<file path="src/rtl/dmem_req_ctrl.sv">
// Data-memory request controller: takes one load/store from EX, runs the
// req/addr_ok/data_ok handshake on the data bus and returns the raw read word to MEM.
module dmem_req_ctrl (
  input  logic        clk,
  input  logic        resetn,
  // EX request
  input  logic        ex_req_valid,
  output logic        ex_req_ready,
  input  logic        ex_req_wr,
  input  logic [1:0]  ex_req_size,
  input  logic [31:0] ex_req_addr,
  input  logic [31:0] ex_req_wdata,
  input  logic        flush,
  // MEM response
  output logic        mem_rsp_valid,
  input  logic        mem_rsp_ready,
  output logic [31:0] mem_rsp_rdata,
  output logic        busy,
  // data bus
  output logic        data_sram_req,
  output logic        data_sram_wr,
  output logic [1:0]  data_sram_size,
  output logic [3:0]  data_sram_wstrb,
  output logic [31:0] data_sram_addr,
  output logic [31:0] data_sram_wdata,
  input  logic        data_sram_addr_ok,
  input  logic        data_sram_data_ok,
  input  logic [31:0] data_sram_rdata
);

  typedef enum logic [1:0] {
    S_IDLE = 2'd0,
    S_REQ  = 2'd1,
    S_WAIT = 2'd2,
    S_RSP  = 2'd3
  } state_t;

  state_t      r_state;
  logic        r_cancel;
  logic        r_req;
  logic        r_wr;
  logic [1:0]  r_size;
  logic [3:0]  r_wstrb;
  logic [31:0] r_addr;
  logic [31:0] r_wdata;
  logic        r_rsp_valid;
  logic [31:0] r_rsp_rdata;
  logic        r_busy;

  logic        w_accept;
  logic        w_kill;
  logic [3:0]  w_wstrb;
  logic [31:0] w_wdata;

  assign ex_req_ready = (r_state == S_IDLE) & ~flush;
  assign w_accept     = ex_req_valid & ex_req_ready;
  // A flush arriving together with the completing data_ok also drops the response.
  assign w_kill       = r_cancel | flush;

  // NOTE: every always_comb output gets a default first so no path leaves it unassigned (no latch).
  always_comb begin
    w_wstrb = 4'b0000;
    w_wdata = ex_req_wdata;
    case (ex_req_size)
      2'd0: begin
        w_wstrb = 4'b0001 << ex_req_addr[1:0];
        w_wdata = {4{ex_req_wdata[7:0]}};
      end
      2'd1: begin
        w_wstrb = 4'b0011 << {ex_req_addr[1], 1'b0};
        w_wdata = {2{ex_req_wdata[15:0]}};
      end
      2'd2: w_wstrb = 4'b1111;
      default: w_wstrb = 4'b0000;
    endcase
    if (!ex_req_wr) w_wstrb = 4'b0000;
  end

  // NOTE: state and outputs are updated with non-blocking assignments so every flop samples pre-edge values.
  always_ff @(posedge clk) begin
    if (!resetn) begin
      r_state     <= S_IDLE;
      r_cancel    <= 1'b0;
      r_req       <= 1'b0;
      r_wr        <= 1'b0;
      r_size      <= 2'd0;
      r_wstrb     <= 4'b0000;
      r_addr      <= 32'd0;
      r_wdata     <= 32'd0;
      r_rsp_valid <= 1'b0;
      r_rsp_rdata <= 32'd0;
      r_busy      <= 1'b0;
    end else begin
      case (r_state)
        S_IDLE: begin
          if (w_accept) begin
            r_state <= S_REQ;
            r_req   <= 1'b1;
            r_wr    <= ex_req_wr;
            r_size  <= ex_req_size;
            r_wstrb <= w_wstrb;
            r_addr  <= ex_req_addr;
            r_wdata <= w_wdata;
            r_busy  <= 1'b1;
          end
        end

        S_REQ: begin
          // The request must stay up until addr_ok even when cancelled.
          if (data_sram_addr_ok) begin
            r_req <= 1'b0;
            if (data_sram_data_ok) begin
              if (w_kill) begin
                r_state  <= S_IDLE;
                r_cancel <= 1'b0;
                r_busy   <= 1'b0;
              end else begin
                r_state     <= S_RSP;
                r_rsp_valid <= 1'b1;
                r_rsp_rdata <= data_sram_rdata;
              end
            end else begin
              r_state  <= S_WAIT;
              r_cancel <= w_kill;
            end
          end else begin
            r_cancel <= w_kill;
          end
        end

        S_WAIT: begin
          if (data_sram_data_ok) begin
            if (w_kill) begin
              r_state  <= S_IDLE;
              r_cancel <= 1'b0;
              r_busy   <= 1'b0;
            end else begin
              r_state     <= S_RSP;
              r_rsp_valid <= 1'b1;
              r_rsp_rdata <= data_sram_rdata;
            end
          end else begin
            r_cancel <= w_kill;
          end
        end

        S_RSP: begin
          if (flush || mem_rsp_ready) begin
            r_state     <= S_IDLE;
            r_cancel    <= 1'b0;
            r_rsp_valid <= 1'b0;
            r_busy      <= 1'b0;
          end
        end

        default: begin
          r_state     <= S_IDLE;
          r_cancel    <= 1'b0;
          r_req       <= 1'b0;
          r_rsp_valid <= 1'b0;
          r_busy      <= 1'b0;
        end
      endcase
    end
  end

  assign data_sram_req   = r_req;
  assign data_sram_wr    = r_wr;
  assign data_sram_size  = r_size;
  assign data_sram_wstrb = r_wstrb;
  assign data_sram_addr  = r_addr;
  assign data_sram_wdata = r_wdata;
  assign mem_rsp_valid   = r_rsp_valid;
  assign mem_rsp_rdata   = r_rsp_rdata;
  assign busy            = r_busy;

endmodule

</file>
<file path="config.mk">
export PLATFORM = sky130hd
export DESIGN_NAME = dmem_req_ctrl
export DESIGN_NICKNAME = d
export VERILOG_FILES = /design/src/rtl/dmem_req_ctrl.sv
export SDC_FILE = /design/constraint.sdc
export NUM_CORES = 1
export LEC_CHECK = 0
export BUFFER_PORTS_ARGS = -buffer_cell sky130_fd_sc_hd__buf_2
export CAP_MARGIN = 20
export CORE_MARGIN = 1
export CORE_UTILIZATION = 40
export CTS_BUF_LIST = sky130_fd_sc_hd__clkbuf_8 sky130_fd_sc_hd__clkbuf_16
export DETAILED_ROUTE_END_ITERATION = 12
export MAX_ROUTING_LAYER = met4
export PLACE_DENSITY = 0.72
export SLEW_MARGIN = 5
export SYNTH_ARGS = -nofsm -noshare
export SYNTH_HDL_FRONTEND = slang
export SYNTH_SLANG_ARGS = --single-unit
</file>
<file path="constraint.sdc">
create_clock -name clk -period 2.1 [get_ports clk]
set_clock_uncertainty 0.2 [all_clocks]
set_input_delay 0.315 -clock clk [delete_from_list [all_inputs] [get_ports clk]]
set_output_delay 0.315 -clock clk [all_outputs]
set_load 0.03 [all_outputs]
</file>
==> results.toml, run 1 <==
[route]
avgRoutedWirePerCell_um = 14.1
dr.pass1.iters = 5
drt_iter0_drc = 318
routed_wl_mm = 13.4
dr_total_vias = 4733
avgViaCountPerCell = 4.98
ant_nets = 0
route.detailed.drc = 0

[die]
rows = 38
die_area_um2 = 11600
fp.dieW_um = 108
ios = 213
chipHeight_um = 108
core_area_um2 = 10900
start_util_pct = 41.1

[synthesis]
synth_fa_ha_area_share_pct = 1.40
yosysWarnings = 0
yosysUniqueCellTypes = 39
synth_xor_area_share_pct = 0
synth.avg_cell_area_um2 = 8.23
syn_inst = 544
yosysSeqAreaShare_pct = 48.7
synth-compound-area-share_pct = 19.2
yosys-mux-area-fraction_pct = 3.80
synth_seq_cells = 109
synthesis.area_um2 = 4480
synth_top_family_by_area = "simple AND/OR/NAND/NOR gates"
yosysTopAreaCellShare_pct = 48.7
synthSimpleGateAreaFrac_pct = 20.7
yosys.area.top_type = "dfxtp_1"
synth_area_leaders = "dfxtp_1 49%, nand2_1 16%, a21oi_1 10%"
synthesis.nets = 655

[critical_path]
criticalPathCategory = "flop to output port"
critical_path.endpoint_type = "output port"
r2r_end = "mem_rsp_rdata[20]"
r2r_cells = 7
crit_arrival_ns = 1.48
r2r_slack_ns = 0.12
cp-start-kind = "flop"
rr_startpoint = "r_state[1]"
critPathMaxFanout = 4
worstPathRequired_ns = 1.58

[grt]
gr-usage-all-layers_pct = 23.1
overflow = 0
grt_pass1_vias = 4421
grt_pass1_wl_mm = 20.5
grt_max_degree = 52
antenna_found_initial = 0

[clock_network]
insertion_delay_ns = 0.37
path_clk_slew_ns = 0.10
cts.path.max_buffers = 2
cts_htree_levels = 3
numCtsBuffers = 9
cts_root_buf = "clkbuf_8"
post_cts_buffers = 0
cts_sinks = 109
cts_tree = "built"

[final_layout]
syn_to_final_growth_pct = 44.3
post-route-util_pct = 59.4
drive_above_1_share_pct = 31.7
finalNonFillerCells = 951
final_nets = 918
antenna_cells = 0

[pwr]
sw_frac_of_total_pct = 32.1
power.net_switching_mw = 1.46
clkPwrFrac_pct = 25.9
power.leakage_nw = 2.93
irDropWorstVdd_mv = 0.379
total_power_mw = 4.55
p_seq_share_pct = 49.7
p_int_mw = 3.09
powerDensity_nw_per_um2 = 703
comb_power_share_pct = 24.5

[flow_run]
maxCapViolCount = 0

[hold_path]
worstHoldStart = "ex_req_wdata[1]"
holdPathStages = 3
hold_end = "data_sram_wdata[1]"
hold_path.class = "input pin to flop"

[sta]
finalCriticalPeriod_ns = 2.00
slew_violations = 0
hold_viol = 0
finalSetupViolCount = 0
rsz0062_at_grt = "false"
fmax_mhz = 500
fin_tns_setup_ns = 0
finalCritPeriodShare_pct = 95.2
slew_headroom_pct = 70.4
worst_pin_slew_ns = 0.444
whs_ns = 0.00940

[run_status]
status = "complete, no violations"

[placed_design]
place_congestion = 0.952
dp_hpwl_mm = 8.90
placed_cells = 868
io_buffers = 212
## final cells by class
cell class	instances	area [um^2]
tap	140	175
fill	977	4420
clock buffer	10	138
clock inverter	5	35.0
multi-input combinational	390	2020
inverter	5	20.0
timing repair buffer	292	1890
sequential	109	2180
## routing by layer
metal	wire length, um	vias up	global-route usage, %	share of wire, %
li1	-	2335	-	-
met1	5420	2175	26.2	40
met2	6830	182	38.3	51
met3	710	41	3.57	5.3
met4	468	0	14.0	3.5
met5	0	-	-	0
## kinds of logic after synthesis
group	count (synthesis)
DFF	109
and+or+nand+nor	227
buffers and inverters	45
AOI/OAI and AO/OA	141
adders and majority gates	5
muxes	17
## cells in the final DEF (no fill, tap or decap), drive strengths merged, types with 2 or more instances in the layout
cell type,Yosys,routed
nand2,191,191
ha,5,5
dfxtp,109,109
and2b,2,2
a211oi,11,11
mux2i,17,17
buf,26,224
a21o,2,2
nor2b,3,3
inv,5,6
nor3,2,2
dlygate4sd3,0,68
clkbuf,14,10
nand2b,3,3
o21ai,22,22
clkinv,0,3
nor2,21,21
a21oi,90,90
a311oi,8,8
## timing repair
action                                 4_1_cts  5_1_grt
hold buffers                                68        0
endpoints found under the hold margin       68        0
resized for setup                            0        0
## through the flow
step                worst slack (ns)  area, um^2
floorplan                      0.328        4480
detailed placement             0.198        5610
global placement               0.293        5610
CTS                           0.0866        6460
global route                 0.00477        6460
finish                         0.101        6460
## how the worst max path moves through the flow
stage               startpoint             endpoint  slack [ns]  depth (start not counted)
floorplan           r_state[0]  data_sram_wdata[24]        0.33                          7
global placement    r_state[0]           r_state[0]        0.29                          6
detailed placement  r_state[0]   data_sram_wdata[9]        0.20                          6
CTS                 r_state[0]         ex_req_ready        0.09                          4
global route        r_state[1]    mem_rsp_rdata[28]       0.005                          7
finish              r_state[0]         ex_req_ready        0.10                          4
## synthesized netlist by cell type (all sizes together)
library cell,instances
a21o,2
ha,5
a22oi,1
o22ai,1
mux2i,17
a21oi,90
nand2,191
a211oi,11
o311ai,1
o211a,1
and3b,1
a31oi,1
inv,5
and2b,2
a2111oi,1
nor3,2
clkbuf,14
nand4b,1
nor2,21
o2111ai,1
buf,26
dfxtp,109
and4b,1
nor3b,1
and3,1
a41o,1
nor2b,3
nand2b,3
o21ai,22
a311oi,8
## power by group through the flow
stage               registers, mW  clock network, mW  logic, mW
detailed placement           2.30                  0       1.00
CTS                          2.26               1.22       1.11
floorplan                    2.54                  0      0.446
global route                 2.27               1.30       1.20
global placement             2.30                  0      0.984
finish                       2.26               1.18       1.11
## sequential cells by signal (all words and copies together) (netlist names)
name             flops
mem_rsp_rdata       32
r_cancel             1
r_state              2
data_sram_wr         1
busy                 1
data_sram_wstrb      4
data_sram_addr      32
data_sram_size       2
mem_rsp_valid        1
data_sram_wdata     32
data_sram_req        1
## worst max-delay path: stages, from the launching register on
cell and delay (ns):
dfxtp_1 0.40, inv_1 0.10, ha_1 0.22, and2b_2 0.21
buf_2 0.18
Power figures use the tool's default switching activity.
==> run 2: changes to the inputs <==
--- a/config.mk
+++ b/config.mk
@@ -13,2 +13,3 @@
 export DETAILED_ROUTE_END_ITERATION = 12
+export GPL_ROUTABILITY_DRIVEN = 0
 export MAX_ROUTING_LAYER = met4
==> constraint.sdc (replaced) <==
create_clock -name clk -period 2.1 [get_ports clk]
set_clock_uncertainty 0.2 [all_clocks]
set_input_delay 0.42 -clock clk [delete_from_list [all_inputs] [get_ports clk]]
set_output_delay 0.42 -clock clk [all_outputs]
set_load 0.03 [all_outputs]
==> results.toml, run 2 (synthesis results as in run 1) <==
[grt]
overflow = 0
gr-usage-all-layers_pct = 21.5
grt_max_degree = 107
grt_pass1_vias = 4011
antenna_found_initial = 0
grt_pass1_wl_mm = 19.1

[clock_network]
cts_htree_levels = 3
cts_root_buf = "clkbuf_8"
cts.path.max_buffers = 2
insertion_delay_ns = 0.37
hold_buffers = 0
cts_tree = "built"
cts_sinks = 109
numCtsBuffers = 9
path_clk_slew_ns = 0.10

[die]
fp.dieW_um = 108
die_area_um2 = 11600
rows = 38
chipHeight_um = 108
core_area_um2 = 10900
start_util_pct = 41.1
ios = 213

[hold_path]
hold_path.class = "input pin to flop"

[route]
routed_wl_mm = 12.3
dr.pass1.iters = 4
route.detailed.drc = 0
avgRoutedWirePerCell_um = 13.9
avgViaCountPerCell = 4.98
dr_total_vias = 4403
ant_nets = 0
drt_iter0_drc = 227

[critical_path]
cp-start-kind = "flop"
crit_arrival_ns = 1.44
critical_path.endpoint_type = "output port"
cpPeakStageDelay_ns = 0.38
r2r_slack_ns = 0.12
crit_chain = "inv_1 -> ha_4 -> and2b_2 -> clkbuf_4"
worstPathRequired_ns = 1.48
slowest_stage = "dfxtp_2"
criticalPathCategory = "flop to output port"
critPathMaxFanout = 5

[pwr]
powerDensity_nw_per_um2 = 759
power.leakage_nw = 2.65
total_power_mw = 4.38
irDropWorstVdd_mv = 0.474

[flow_run]
maxCapViolCount = 0

[final_layout]
design_area_um2 = 5780
drive_above_1_share_pct = 35.2
syn_to_final_growth_pct = 28.9
final_common_cell = "buf_2"
mostFrequentLayoutCells = "211 x buf_2, 190 x nand2_1, 107 x dfxtp_1"
final_nets = 851
antenna_cells = 0
post-route-util_pct = 53.0

[sta]
slew_violations = 0
finalCriticalPeriod_ns = 2.06
whs_ns = 0.0746
finalCritPeriodShare_pct = 98.2
worst_pin_slew_ns = 0.576
fmax_mhz = 485
hold_viol = 0
slew_headroom_pct = 61.6
finalSetupViolCount = 0

[placed_design]
dp_hpwl_mm = 8.88
place_area_um2 = 5590
io_buffers = 212

[run_status]
status = "complete, no violations"
## run 2: path summary, 6_finish.rpt
kind,to,start,depth (start not counted)
worst max-delay path,ex_req_ready,r_state[1],4
worst max register to register,r_state[0],r_state[1],6
worst min register to register,data_sram_addr[9],data_sram_addr[9],2
worst min-delay path,data_sram_addr[30],ex_req_addr[30],3
## run 2: cell type report
| class | instances | area, um^2 |
|---|---|---|
| Tap cell | 140 | 175 |
| Clock buffer | 9 | 124 |
| Multi-Input combinational cell | 390 | 2030 |
| Timing Repair Buffer | 225 | 1200 |
| Sequential cell | 109 | 2180 |
| Inverter | 5 | 20.0 |
| Clock inverter | 6 | 41.3 |
| Fill cell | 1070 | 5110 |
## run 2: routing by layer
layer	wire length [um]	track usage (%)	share of wire [%]
met3	842	3.81	6.8
met4	330	10.2	2.7
met1	5080	25.8	41
met5	0	-	0
met2	6050	34.9	49
## run 2: stage by stage
stage	instances	setup WS, ns	setup TNS, ns
final	884	0.0372	0
after global routing	884	-0.0186	-0.0189
after CTS	883	0.00508	0
after detailed placement	868	0.103	0
after global placement	868	0.210	0
after floorplan	544	0.328	0
## run 2: timing repair
item / in CTS / in global routing
gates resized for setup: 3 / 3
setup buffers: 0 / 1
endpoints found under the setup margin: 1 / 1
gates cloned: 0 / 0
## run 2: power breakdown
part | leakage, nW | switching, mW | internal (mW)
Sequential | 0.888 | 0.0657 | 2.19
Clock | 0.0888 | 0.696 | 0.425
Combinational | 1.67 | 0.654 | 0.351
## run 2: worst max-delay path: cells and delay by family, from the launching register on
| family | cells | cell delay, ns |
|---|---|---|
| DFF | 1 | 0.38 |
| buffers and inverters | 2 | 0.29 |
| and+or+nand+nor | 1 | 0.21 |
| adders and majority gates | 1 | 0.19 |
==> run 3: changes to the inputs <==
Settings changed: CORE_UTILIZATION 40 to 42, PLACE_DENSITY 0.72 to 0.75.
==> results.toml, run 3 (synthesis results as in run 1) <==
[route]
dr.pass1.iters = 7
avgRoutedWirePerCell_um = 13.3
avgViaCountPerCell = 5.00
ant_nets = 0
dr_total_vias = 4409
routed_wl_mm = 11.7
drt_iter0_drc = 331
route.detailed.drc = 0

[die]
rows = 37
start_util_pct = 43.4
die_area_um2 = 11100
core_area_um2 = 10300
chipHeight_um = 105
ios = 213
fp.dieW_um = 105

[hold_path]
holdPathStages = 3
hold_end = "mem_rsp_rdata[23]"
hold_path.class = "input pin to flop"
worstHoldStart = "data_sram_rdata[23]"

[run_status]
status = "complete, no violations"

[pwr]
total_power_mw = 4.50
power.leakage_nw = 2.67
powerDensity_nw_per_um2 = 771
irDropWorstVdd_mv = 0.462

[critical_path]
r2r_slack_ns = 0.17
critical_path.endpoint_type = "output port"
crit_arrival_ns = 1.42
critPathMaxFanout = 5
r2r_end = "mem_rsp_rdata[19]"
rr_startpoint = "r_state[1]"
worstPathRequired_ns = 1.48
slowest_stage = "dfxtp_2"
r2r_cells = 7
cp-start-kind = "flop"
criticalPathCategory = "flop to output port"
crit_chain = "inv_1 -> ha_4 -> and2b_2 -> clkbuf_4"
cpPeakStageDelay_ns = 0.37

[final_layout]
mostFrequentLayoutCells = "211 x buf_2, 190 x nand2_1, 107 x dfxtp_1"
syn_to_final_growth_pct = 30.4
antenna_cells = 0
finalNonFillerCells = 882
final_nets = 852
drive_above_1_share_pct = 35.3
design_area_um2 = 5840
post-route-util_pct = 56.6
final_common_cell = "buf_2"

[sta]
worst_pin_slew_ns = 0.586
slew_headroom_pct = 60.9
whs_ns = 0.0832
finalSetupViolCount = 0
hold_viol = 0
slew_violations = 0
finalCriticalPeriod_ns = 2.04
fmax_mhz = 490
finalCritPeriodShare_pct = 97.1

[grt]
overflow = 0
grt_pass1_wl_mm = 19.1
antenna_found_initial = 0
grt_max_degree = 58
gr-usage-all-layers_pct = 21.7
grt_pass1_vias = 4061

[clock_network]
path_clk_slew_ns = 0.12
insertion_delay_ns = 0.36
cts_sinks = 109
numCtsBuffers = 9
cts.path.max_buffers = 2
cts_root_buf = "clkbuf_8"
cts_tree = "built"
hold_buffers = 0
cts_htree_levels = 3

[placed_design]
place_area_um2 = 5620
io_buffers = 212
placed_cells = 864
dp_hpwl_mm = 8.62

[flow_run]
maxCapViolCount = 0
-- run 3: changes by cell type in the layout (fill, tap and decap cells not counted), sizes merged --
cell	previous run	this run
clkinv	7	3
inv	4	7
clkinvlp	0	2
buf	224	225
-- run 3: through the flow --
stage	worst slack (ns)	TNS (ns)
3_5_place_dp	0.204	0
4_1_cts	0.0229	0
6_report	0.0605	0
3_3_place_gp	0.285	0
5_1_grt	-0.000467	-0.000467
2_1_floorplan	0.328	0
-- run 3: cell type report --
type                            count  area (um^2)
Inverter                            5         20.0
Fill cell                         965         4480
Sequential cell                   109         2180
Timing Repair Buffer              226         1240
Clock inverter                      7         66.3
Multi-Input combinational cell    390         2030
Clock buffer                        9          124
Tap cell                          136          170
-- run 3: timing repair --
action | 4_1_cts | 5_1_grt
pin swaps | 0 | 0
resized for setup | 3 | 2
endpoints found under the setup margin | 1 | 1
buffers inserted | 0 | 2
-- run 3: worst max-delay path, delay by kind of cell, from the launching register on --
family                   cells  cell delay [ns]
flip-flops                   1             0.37
AND/OR/NAND/NOR              1             0.20
buffers and inverters        2             0.28
adder cells (fa/ha/maj)      1             0.19
-- run 3: how the worst max path moves through the flow --
stage / start / end / slack, ns / cells past startpoint
2_1_floorplan: r_state[0] / data_sram_wdata[24] / 0.33 / 7
3_5_place_dp: r_state[1] / mem_rsp_rdata[19] / 0.20 / 7
5_1_grt: r_state[1] / ex_req_ready / -0.0005 / 4
4_1_cts: r_state[1] / ex_req_ready / 0.02 / 4
3_3_place_gp: r_state[1] / mem_rsp_rdata[16] / 0.28 / 7
6_report: r_state[1] / ex_req_ready / 0.06 / 4
-- run 3: per-layer routing --
| layer | wire [um] | global-route usage, % | vias to the layer above |
|---|---|---|---|
| li1 | - | - | 2206 |
| met1 | 4990 | 26.4 | 2006 |
| met2 | 5720 | 35.7 | 167 |
| met3 | 631 | 3.77 | 30 |
| met4 | 355 | 8.65 | 0 |
| met5 | 0 | - | - |
-- run 3: power breakdown --
| part | switching, mW | internal, mW | leakage, nW |
|---|---|---|---|
| sequential | 0.0636 | 2.19 | 0.888 |
| combinational | 0.653 | 0.365 | 1.69 |
| clock | 0.767 | 0.461 | 0.0914 |
